===== src/rtl/icache_refill_responder.sv =====
// Instruction-cache refill responder: fetches one cache line (or one word when uncached)
// as XLEN-wide memory beats and returns the assembled block over a valid/ready handshake.
module icache_refill_responder #(
    parameter int XLEN       = 32,
    parameter int BLK_SIZE   = 128,
    parameter int MAX_OUTSTD = 2
) (
    input  logic                clk_i,
    input  logic                rst_i,
    input  logic                flush_i,
    input  logic                lx_ireq_valid_i,
    input  logic                lx_ireq_ready_i,
    input  logic [XLEN-1:0]     lx_ireq_addr_i,
    input  logic                lx_ireq_uncached_i,
    output logic                lx_ires_ready_o,
    output logic                lx_ires_valid_o,
    output logic [BLK_SIZE-1:0] lx_ires_blk_o,
    output logic                lx_ires_err_o,
    output logic                mem_req_o,
    output logic [XLEN-1:0]     mem_addr_o,
    input  logic                mem_gnt_i,
    input  logic                mem_rvalid_i,
    input  logic [XLEN-1:0]     mem_rdata_i,
    input  logic                mem_err_i
);

    localparam int BEATS = BLK_SIZE / XLEN;
    localparam int OFFW  = $clog2(BLK_SIZE / 8);
    localparam int IW    = (BEATS > 1) ? $clog2(BEATS) : 1;
    localparam int CW    = $clog2(BEATS) + 1;

    typedef enum logic [2:0] {
        S_IDLE,
        S_ISSUE,
        S_WAIT,
        S_RESP,
        S_DRAIN
    } state_t;

    state_t              r_state;
    state_t              w_nextState;

    logic [XLEN-1:0]     r_base;
    logic [IW-1:0]       r_start;
    logic [CW-1:0]       r_n;
    logic [CW-1:0]       r_issued;
    logic [CW-1:0]       r_received;
    logic [CW-1:0]       r_outstd;
    logic [BLK_SIZE-1:0] r_blk;
    logic                r_err;

    logic                w_accept;
    logic                w_wantReq;
    logic                w_gnt;
    logic                w_rvalid;
    logic                w_drainRv;
    logic [CW-1:0]       w_issuedNext;
    logic [CW-1:0]       w_receivedNext;
    logic [IW-1:0]       w_issueIdx;
    logic [IW-1:0]       w_slot;
    logic [XLEN-1:0]     w_reqAddr;
    logic                w_unused;

    assign w_accept       = (r_state == S_IDLE) && lx_ireq_valid_i && !flush_i;
    assign w_wantReq      = (r_state == S_ISSUE) && (r_issued < r_n) && (r_outstd < CW'(MAX_OUTSTD));
    // A grant seen in a flush cycle is still counted so DRAIN waits for its data.
    assign w_gnt          = w_wantReq && mem_gnt_i;
    assign w_rvalid       = ((r_state == S_ISSUE) || (r_state == S_WAIT)) && mem_rvalid_i;
    assign w_drainRv      = (r_state == S_DRAIN) && mem_rvalid_i && (r_outstd != '0);
    assign w_issuedNext   = r_issued + CW'(w_gnt);
    assign w_receivedNext = r_received + CW'(w_rvalid);
    assign w_issueIdx     = r_start + r_issued[IW-1:0];
    assign w_slot         = r_start + r_received[IW-1:0];
    assign w_reqAddr      = r_base + (XLEN'(w_issueIdx) << 2);
    assign w_unused       = ^lx_ireq_addr_i[1:0];

    assign mem_addr_o     = mem_req_o ? w_reqAddr : '0;
    assign lx_ires_blk_o  = r_blk;
    assign lx_ires_err_o  = r_err;

    always_ff @(posedge clk_i or posedge rst_i) begin
        if (rst_i) begin
            r_state <= S_IDLE;
        end else begin
            r_state <= w_nextState;
        end
    end

    always_comb begin
        w_nextState     = r_state;
        lx_ires_ready_o = 1'b0;
        lx_ires_valid_o = 1'b0;
        mem_req_o       = 1'b0;
        case (r_state)
            S_IDLE: begin
                lx_ires_ready_o = 1'b1;
                if (w_accept) begin
                    w_nextState = S_ISSUE;
                end
            end
            S_ISSUE: begin
                mem_req_o = w_wantReq && !flush_i;
                if (flush_i) begin
                    w_nextState = ((r_outstd != '0) || w_gnt) ? S_DRAIN : S_IDLE;
                end else if (w_issuedNext == r_n) begin
                    w_nextState = (w_receivedNext == r_n) ? S_RESP : S_WAIT;
                end
            end
            S_WAIT: begin
                if (flush_i) begin
                    w_nextState = (r_outstd != '0) ? S_DRAIN : S_IDLE;
                end else if (w_receivedNext == r_n) begin
                    w_nextState = S_RESP;
                end
            end
            S_RESP: begin
                lx_ires_valid_o = 1'b1;
                if (flush_i || lx_ireq_ready_i) begin
                    w_nextState = S_IDLE;
                end
            end
            S_DRAIN: begin
                if (r_outstd == '0) begin
                    w_nextState = S_IDLE;
                end
            end
            default: begin
                w_nextState = S_IDLE;
            end
        endcase
    end

    always_ff @(posedge clk_i or posedge rst_i) begin
        if (rst_i) begin
            r_base     <= '0;
            r_start    <= '0;
            r_n        <= '0;
            r_issued   <= '0;
            r_received <= '0;
            r_outstd   <= '0;
            r_blk      <= '0;
            r_err      <= 1'b0;
        end else if (w_accept) begin
            r_base     <= {lx_ireq_addr_i[XLEN-1:OFFW], {OFFW{1'b0}}};
            r_start    <= lx_ireq_uncached_i ? IW'(lx_ireq_addr_i[OFFW-1:2]) : '0;
            r_n        <= lx_ireq_uncached_i ? CW'(1) : CW'(BEATS);
            r_issued   <= '0;
            r_received <= '0;
            r_outstd   <= '0;
            r_blk      <= '0;
            r_err      <= 1'b0;
        end else begin
            r_issued   <= w_issuedNext;
            r_received <= w_receivedNext;
            r_outstd   <= r_outstd + CW'(w_gnt) - CW'(w_rvalid || w_drainRv);
            if (w_rvalid) begin
                r_blk[w_slot*XLEN +: XLEN] <= mem_rdata_i;
                r_err                      <= r_err | mem_err_i;
            end
        end
    end

endmodule

===== config.mk =====
export PLATFORM = sky130hd
export DESIGN_NAME = icache_refill_responder
export DESIGN_NICKNAME = d
export VERILOG_FILES = /design/src/rtl/icache_refill_responder.sv
export SDC_FILE = /design/constraint.sdc
export NUM_CORES = 1
export LEC_CHECK = 0
export ABC_CLOCK_PERIOD_IN_PS = 15700
export BUFFER_PORTS_ARGS = -buffer_cell sky130_fd_sc_hd__buf_2
export CAP_MARGIN = 40
export CORE_ASPECT_RATIO = 1.25
export CORE_UTILIZATION = 54
export DETAILED_ROUTE_END_ITERATION = 16
export PLACE_DENSITY = 0.88
export SYNTH_ARGS = -nofsm -noshare
export SYNTH_HDL_FRONTEND = slang
export SYNTH_SLANG_ARGS = --single-unit

===== constraint.sdc =====
create_clock -name clk_i -period 15.7 [get_ports clk_i]
set_input_delay 0.785 -clock clk_i [delete_from_list [all_inputs] [get_ports clk_i]]
set_output_delay 0.785 -clock clk_i [all_outputs]
set_load 0.02 [all_outputs]

==> impl_metrics.ini, run 1 <==
[cells_and_area]
syn2layout_area_growth_pct = 27.8
drive_above_1_share_pct = 35.3
multi_input_area_um2 = 2620
fin_nets = 900
layout_commonest_cell = buf_2
design_area_um2 = 9130
ff_latch_area_um2 = 4330
final_cell_mix = buf_2, dfrtp_1, a22o_1, nand2_1, and2_1
diodes = 0
nFillCells = 882

[place]
place.gp.congestion = 0.823
dpl.hpwl_um = 13000
preCtsSetupSlack_ns = 12.29
port_buffers = 232
placed_area_um2 = 8510

[status]
outcome = finished clean

[power]
leakagePower_nw = 5.07
p_seq_share_pct = 37.1
sw_frac_of_total_pct = 41.7
powerDensity_nw_per_um2 = 231
power_frac_comb_pct = 42.4
vdd_drop_max_mv = 0.114
p_sw_mw = 0.880
p_int_mw = 1.23
clockPowerShare_pct = 20.5

[drt]
dr_total_vias = 5763
post_drt_wl_per_cell_um = 19.3
drc_errors = 0
vias_per_cell = 5.79
drt-initial-drc-count = 443
firstDrtPassIters = 5
wl_um = 19200
drtAntennaViolNets = 0

[global_routing]
grt_max_degree = 90
grt_pass1_wl_um = 30600
grt-ovfl-total = 0
grt_pass1_vias = 5856
grt_usage_pct = 29.0
antenna_found_initial = 0

[sta]
clock_skew_ns = 0.0144
fin_crit_ns = 3.58
relSlewSlack_pct = 44.0
rsz0062_at_grt = false
max_freq_mhz = 279
worst_pin_slew_ns = 0.840
hold_violations = 0
report.final.slew_viol_count = 0
setup_viol = 0
worst_slack_ns = 12.12
finalCritPeriodShare_pct = 22.8
setup_tns_ns = 0
hold_slack_ns = 0.476

[synthesis]
synth_cells = 595
synth_area_um2 = 7140
yosys_warnings = 0
avgSynthCellArea_um2 = 12.0
synth_edf_count = 0
ys_seq_elements = 173
ys_seq_area_share_pct = 60.6
synthArstFlopShare_pct = 100
synthFlopType = dfrtp_1
synth_cell_type_count = 49

[floorplanning]
die_y_um = 131
start_util_pct = 55.9
die_w_um = 105
die_area_um2 = 13700
coreArea_um2 = 12800
num_rows = 46
ios = 237

[clocking]
numCtsBuffers = 17
clkLatencyLatePin_ns = 0.43
clkSinkCount = 173
cts_root_buf = clkbuf_16
hold_buffers = 0
cts.path.max_buffers = 2
ctsResizeCount = 0
cts_setup_buffers = 0
cts_tree = built
htreeDepth = 4
clk_pin_slew_ns = 0.07

[critical_path]
path_max_fanout = 31
arrival_ns = 2.80
r2r_end = r_state[0]
reg2reg_depth = 9
endpoint_kind = primary output
reg2reg_slack_ns = 12.62
critPathKind = flip-flop to primary output
worst_ep_required_time_ns = 14.91
r2r_start = r_state[0]
start_kind = flip-flop

[run]
maxCapViolCount = 0

[hold_path]
min_path_type = primary input to asynchronous set/reset pin
worst max-delay path: stages, from the launching register on:
cell,delay [ns]
dfrtp_1,0.63
nor4b_2,0.50
and4b_1,0.84
and2_1,0.24
buf_2,0.16
logic make-up (layout without fill, tap and decap cells):
logic type / after synthesis / count (layout) / share of synthesized area, %
AND/OR/NAND/NOR: 188 / 188 / 13.4
flip-flops: 173 / 173 / 60.6
AO/OA/AOI/OAI: 151 / 151 / 17.7
buffers and inverters: 53 / 284 / 3.52
XOR/XNOR: 14 / 14 / 2.01
adder cells (fa/ha/maj): 13 / 13 / 2.38
multiplexers: 2 / 2 / 0.298
other: 1 / 2 / 0.0525
cell type report:
type | count | area share, %
Sequential cell | 173 | 47.4
Multi-Input combinational cell | 370 | 28.7
Timing Repair Buffer | 244 | 14.4
Clock buffer | 17 | 4.66
Tap cell | 168 | 2.30
Clock inverter | 15 | 2.14
Inverter | 8 | 0.384
Yosys cell counts, drive strengths merged (2+ instances only):
library cell    n  area (µm²)
dfrtp         173        4330
a22o          126        1100
nand2         101         379
and2           36         225
buf            31         169
clkbuf         14        52.6
nor2           14        55.1
xnor2          13         121
ha             12         150
a21oi          10        50.1
inv             8        30.0
nand2b          5        31.3
nor4b           5        71.3
nand3           4        20.0
nor2b           4        25.0
o211ai          3        22.5
o21ai           3        15.0
a211o           2        17.5
and3b           2        17.5
nand3b          2        15.0
nand4           2        12.5
nor3            2        10.0
nor3b           2        20.0
o311ai          2        17.5
or3             2        12.5
per-stage QoR:
step	std cells	total power [mW]	utilization [%]
finish	995	2.11	71.4
global route	995	2.22	71.4
CTS	995	2.11	71.4
detailed placement	963	1.67	66.6
global placement	960	1.61	65.9
floorplan	596	1.34	-
metal layers:
metal  global-route usage, %  share of wire, %  vias up
met5                       0                 0        -
met4                    11.7               2.2        0
met2                    50.6                50      331
met3                    6.35               7.9       33
met1                    35.4                40     2850
li1                        -                 -     2549
flip-flops by register name (all words and copies together), names as in the netlist:
signal / flops
lx_ires_blk_o: 128
r_base: 28
r_issued: 3
r_outstd: 3
r_received: 3
r_state: 3
r_n: 2
r_start: 2
lx_ires_err_o: 1
worst max path at each step:
stage          slack [ns]                to  startpoint  depth (start not counted)
2_1_floorplan       10.23  lx_ires_blk_o[0]       rst_i                          1
3_3_place_gp        12.37     mem_addr_o[3]     flush_i                          5
3_5_place_dp        12.29    mem_addr_o[13]     flush_i                          5
4_1_cts             12.13    mem_addr_o[13]  r_state[1]                          4
5_1_grt             11.91     mem_addr_o[3]  r_state[0]                          4
6_report            12.12    mem_addr_o[13]  r_state[0]                          4
power groups by stage:
| stage | sequential [mW] | combinational [mW] | clock (mW) |
|---|---|---|---|
| final | 0.781 | 0.894 | 0.432 |
| after global routing | 0.804 | 0.963 | 0.457 |
| after CTS | 0.778 | 0.900 | 0.437 |
| after detailed placement | 0.783 | 0.889 | 0 |
| after global placement | 0.768 | 0.845 | 0 |
| after floorplan | 0.935 | 0.408 | 0 |
No activity file was read; power rests on OpenSTA's default activity.
==> run 2: changes to the inputs <==
--- a/config.mk
+++ b/config.mk
@@ -5,13 +5,13 @@
 export SDC_FILE = /design/constraint.sdc
 export NUM_CORES = 1
 export LEC_CHECK = 0
-export ABC_CLOCK_PERIOD_IN_PS = 15700
+export ABC_CLOCK_PERIOD_IN_PS = 3320
 export BUFFER_PORTS_ARGS = -buffer_cell sky130_fd_sc_hd__buf_2
 export CAP_MARGIN = 40
 export CORE_ASPECT_RATIO = 1.25
-export CORE_UTILIZATION = 54
+export CORE_UTILIZATION = 51
 export DETAILED_ROUTE_END_ITERATION = 16
-export PLACE_DENSITY = 0.88
+export PLACE_DENSITY = 0.84
 export SYNTH_ARGS = -nofsm -noshare
 export SYNTH_HDL_FRONTEND = slang
 export SYNTH_SLANG_ARGS = --single-unit
==> constraint.sdc (replaced) <==
create_clock -name clk_i -period 3.32 [get_ports clk_i]
set_input_delay 0.166 -clock clk_i [delete_from_list [all_inputs] [get_ports clk_i]]
set_output_delay 0.166 -clock clk_i [all_outputs]
set_load 0.02 [all_outputs]
==> run 2 against run 1 <==
  * The flow now finishes with violations (negative hold slack)
  * Critical path depth increased by 5
  * Via count increased by 1.8%
  * Cell area increased by 4.2%
  * Power increased to 4.7 times the previous value
  * First-iteration DRC count decreased by 23%
  * Largest cell class unchanged
  * Highest routed layer unchanged
==> impl_metrics.ini, run 2 (synthesized netlist as in run 1, its figures left out) <==
[place]
port_buffers = 232
place.gp.congestion = 0.787
dpl.hpwl_um = 11900

[sta]
report.final.slew_viol_count = 0
clock_skew_ns = 0.0112
finalCritPeriodShare_pct = 80.7
max_freq_mhz = 373
worst_pin_slew_ns = 0.918
fin_crit_ns = 2.68
hold_violations = 8
setup_viol = 0
relSlewSlack_pct = 38.8
hold_slack_ns = -0.0342
setup_tns_ns = 0
rsz0062_at_grt = false

[drt]
dr_total_vias = 5867
post_drt_wl_per_cell_um = 18.3
drtAntennaViolNets = 0
wl_um = 19200
drt-initial-drc-count = 342
drc_errors = 0
vias_per_cell = 5.61
firstDrtPassIters = 5

[clocking]
cts.path.max_buffers = 2
cts_tree = built
ctsResizeCount = 0
cts_setup_buffers = 0
cts_root_buf = clkbuf_16
clkSinkCount = 173
numCtsBuffers = 17
htreeDepth = 4
hold_buffers = 34
clkLatencyLatePin_ns = 0.42
clk_pin_slew_ns = 0.07

[power]
leakagePower_nw = 5.24
powerDensity_nw_per_um2 = 1040
vdd_drop_max_mv = 0.624

[critical_path]
path_cells = ha_1 -> xnor2_1 -> xnor2_1 -> inv_1 -> ha_1 -> nor3b_1 -> and3_1 -> buf_12 -> a22o_1
crit_slowest_cell = dfrtp_1
path_max_fanout = 25
start_kind = flip-flop
arrival_ns = 3.04
endpoint_kind = flip-flop
slowest_delay_ns = 0.46
worst_ep_required_time_ns = 3.68
critPathKind = flip-flop to flip-flop

[global_routing]
grt_pass1_wl_um = 29900
grt_max_degree = 174
grt_usage_pct = 26.7
grt-ovfl-total = 0
grt_pass1_vias = 5819
antenna_found_initial = 0

[floorplanning]
num_rows = 48
ios = 237
die_w_um = 108
die_area_um2 = 14500
coreArea_um2 = 13800
start_util_pct = 51.9
die_y_um = 134

[cells_and_area]
diodes = 0
syn2layout_area_growth_pct = 33.2
drive_above_1_share_pct = 34.4
fin_nets = 943
final_cell_mix = buf_2, dfrtp_1, a22o_1, nand2_1
layout_commonest_cell = buf_2
largest_register_ffs = 128

[status]
outcome = complete, but fails checks
violations = negative hold slack

[hold_path]
min_path_type = primary input to asynchronous set/reset pin

[run]
maxCapViolCount = 0
==> run 2: cell count changes in the layout (fill, tap and decap cells not counted), sizes merged <==
| cell | before | now |
|---|---|---|
| buf | 244 | 251 |
| clkbuf | 17 | 18 |
| clkinv | 5 | 4 |
| dlygate4sd3 | 0 | 36 |
==> run 2: path summary, 6_finish.rpt <==
kind | start | to | slack [ns] | depth (start not counted)
worst max-delay path | r_received[0] | lx_ires_blk_o[72] | 0.64 | 9
worst min-delay path | rst_i | lx_ires_blk_o[112] | -0.03 | 3
worst max register to register | r_received[0] | lx_ires_blk_o[72] | 0.64 | 9
worst min register to register | r_base[10] | r_base[10] | 0.47 | 2
max in group asynchronous | rst_i | r_base[29] | 2.66 | 3
min in group clk_i | mem_rdata_i[23] | lx_ires_blk_o[23] | 0.02 | 2
==> run 2: worst max-delay path, delay by kind of cell, from the launching register on <==
kind                     cells  cell delay (ns)
buffers and inverters        2             0.37
AO/OA/AOI/OAI                1             0.15
XOR/XNOR                     2             0.39
AND/OR/NAND/NOR              2             0.73
adder cells (fa/ha/maj)      2             0.50
flip-flops                   1             0.46
==> run 2: stage by stage <==
stage | utilization (%) | setup WS (ns) | std cells | power (mW) | area (µm²)
finish | 69.2 | 0.641 | 1045 | 9.90 | 9510
global route | 69.2 | 0.449 | 1045 | 10.5 | 9510
CTS | 69.0 | 0.643 | 1043 | 9.93 | 9490
detailed placement | 62.2 | 0.656 | 977 | 7.83 | 8550
global placement | 62.2 | 0.738 | 977 | 7.71 | 8550
floorplan | - | 0.733 | 596 | 6.35 | 7150
==> run 2: metal layers <==
metal / GRT usage [%] / up-vias / part of all wire [%]
li1: - / 2643 / -
met1: 33.9 / 2900 / 41
met2: 44.3 / 290 / 49
met3: 7.24 / 34 / 7.8
met4: 8.60 / 0 / 1.9
met5: 0 / - / 0
==> run 2: final cells by class <==
class | instances | area [µm²]
Fill cell | 961 | 4240
Multi-Input combinational cell | 370 | 2640
Inverter | 8 | 33.8
Clock buffer | 18 | 439
Timing Repair Buffer | 287 | 1690
Tap cell | 175 | 219
Sequential cell | 173 | 4330
Clock inverter | 14 | 165
==> run 2: power by group <==
part           total (mW)  leakage [nW]  switching, mW  internal, mW
clock                2.02         0.296          0.925          1.10
sequential           3.59          2.34          0.547          3.05
combinational        4.28          2.60           2.59          1.70
total                9.90          5.24           4.06          5.84
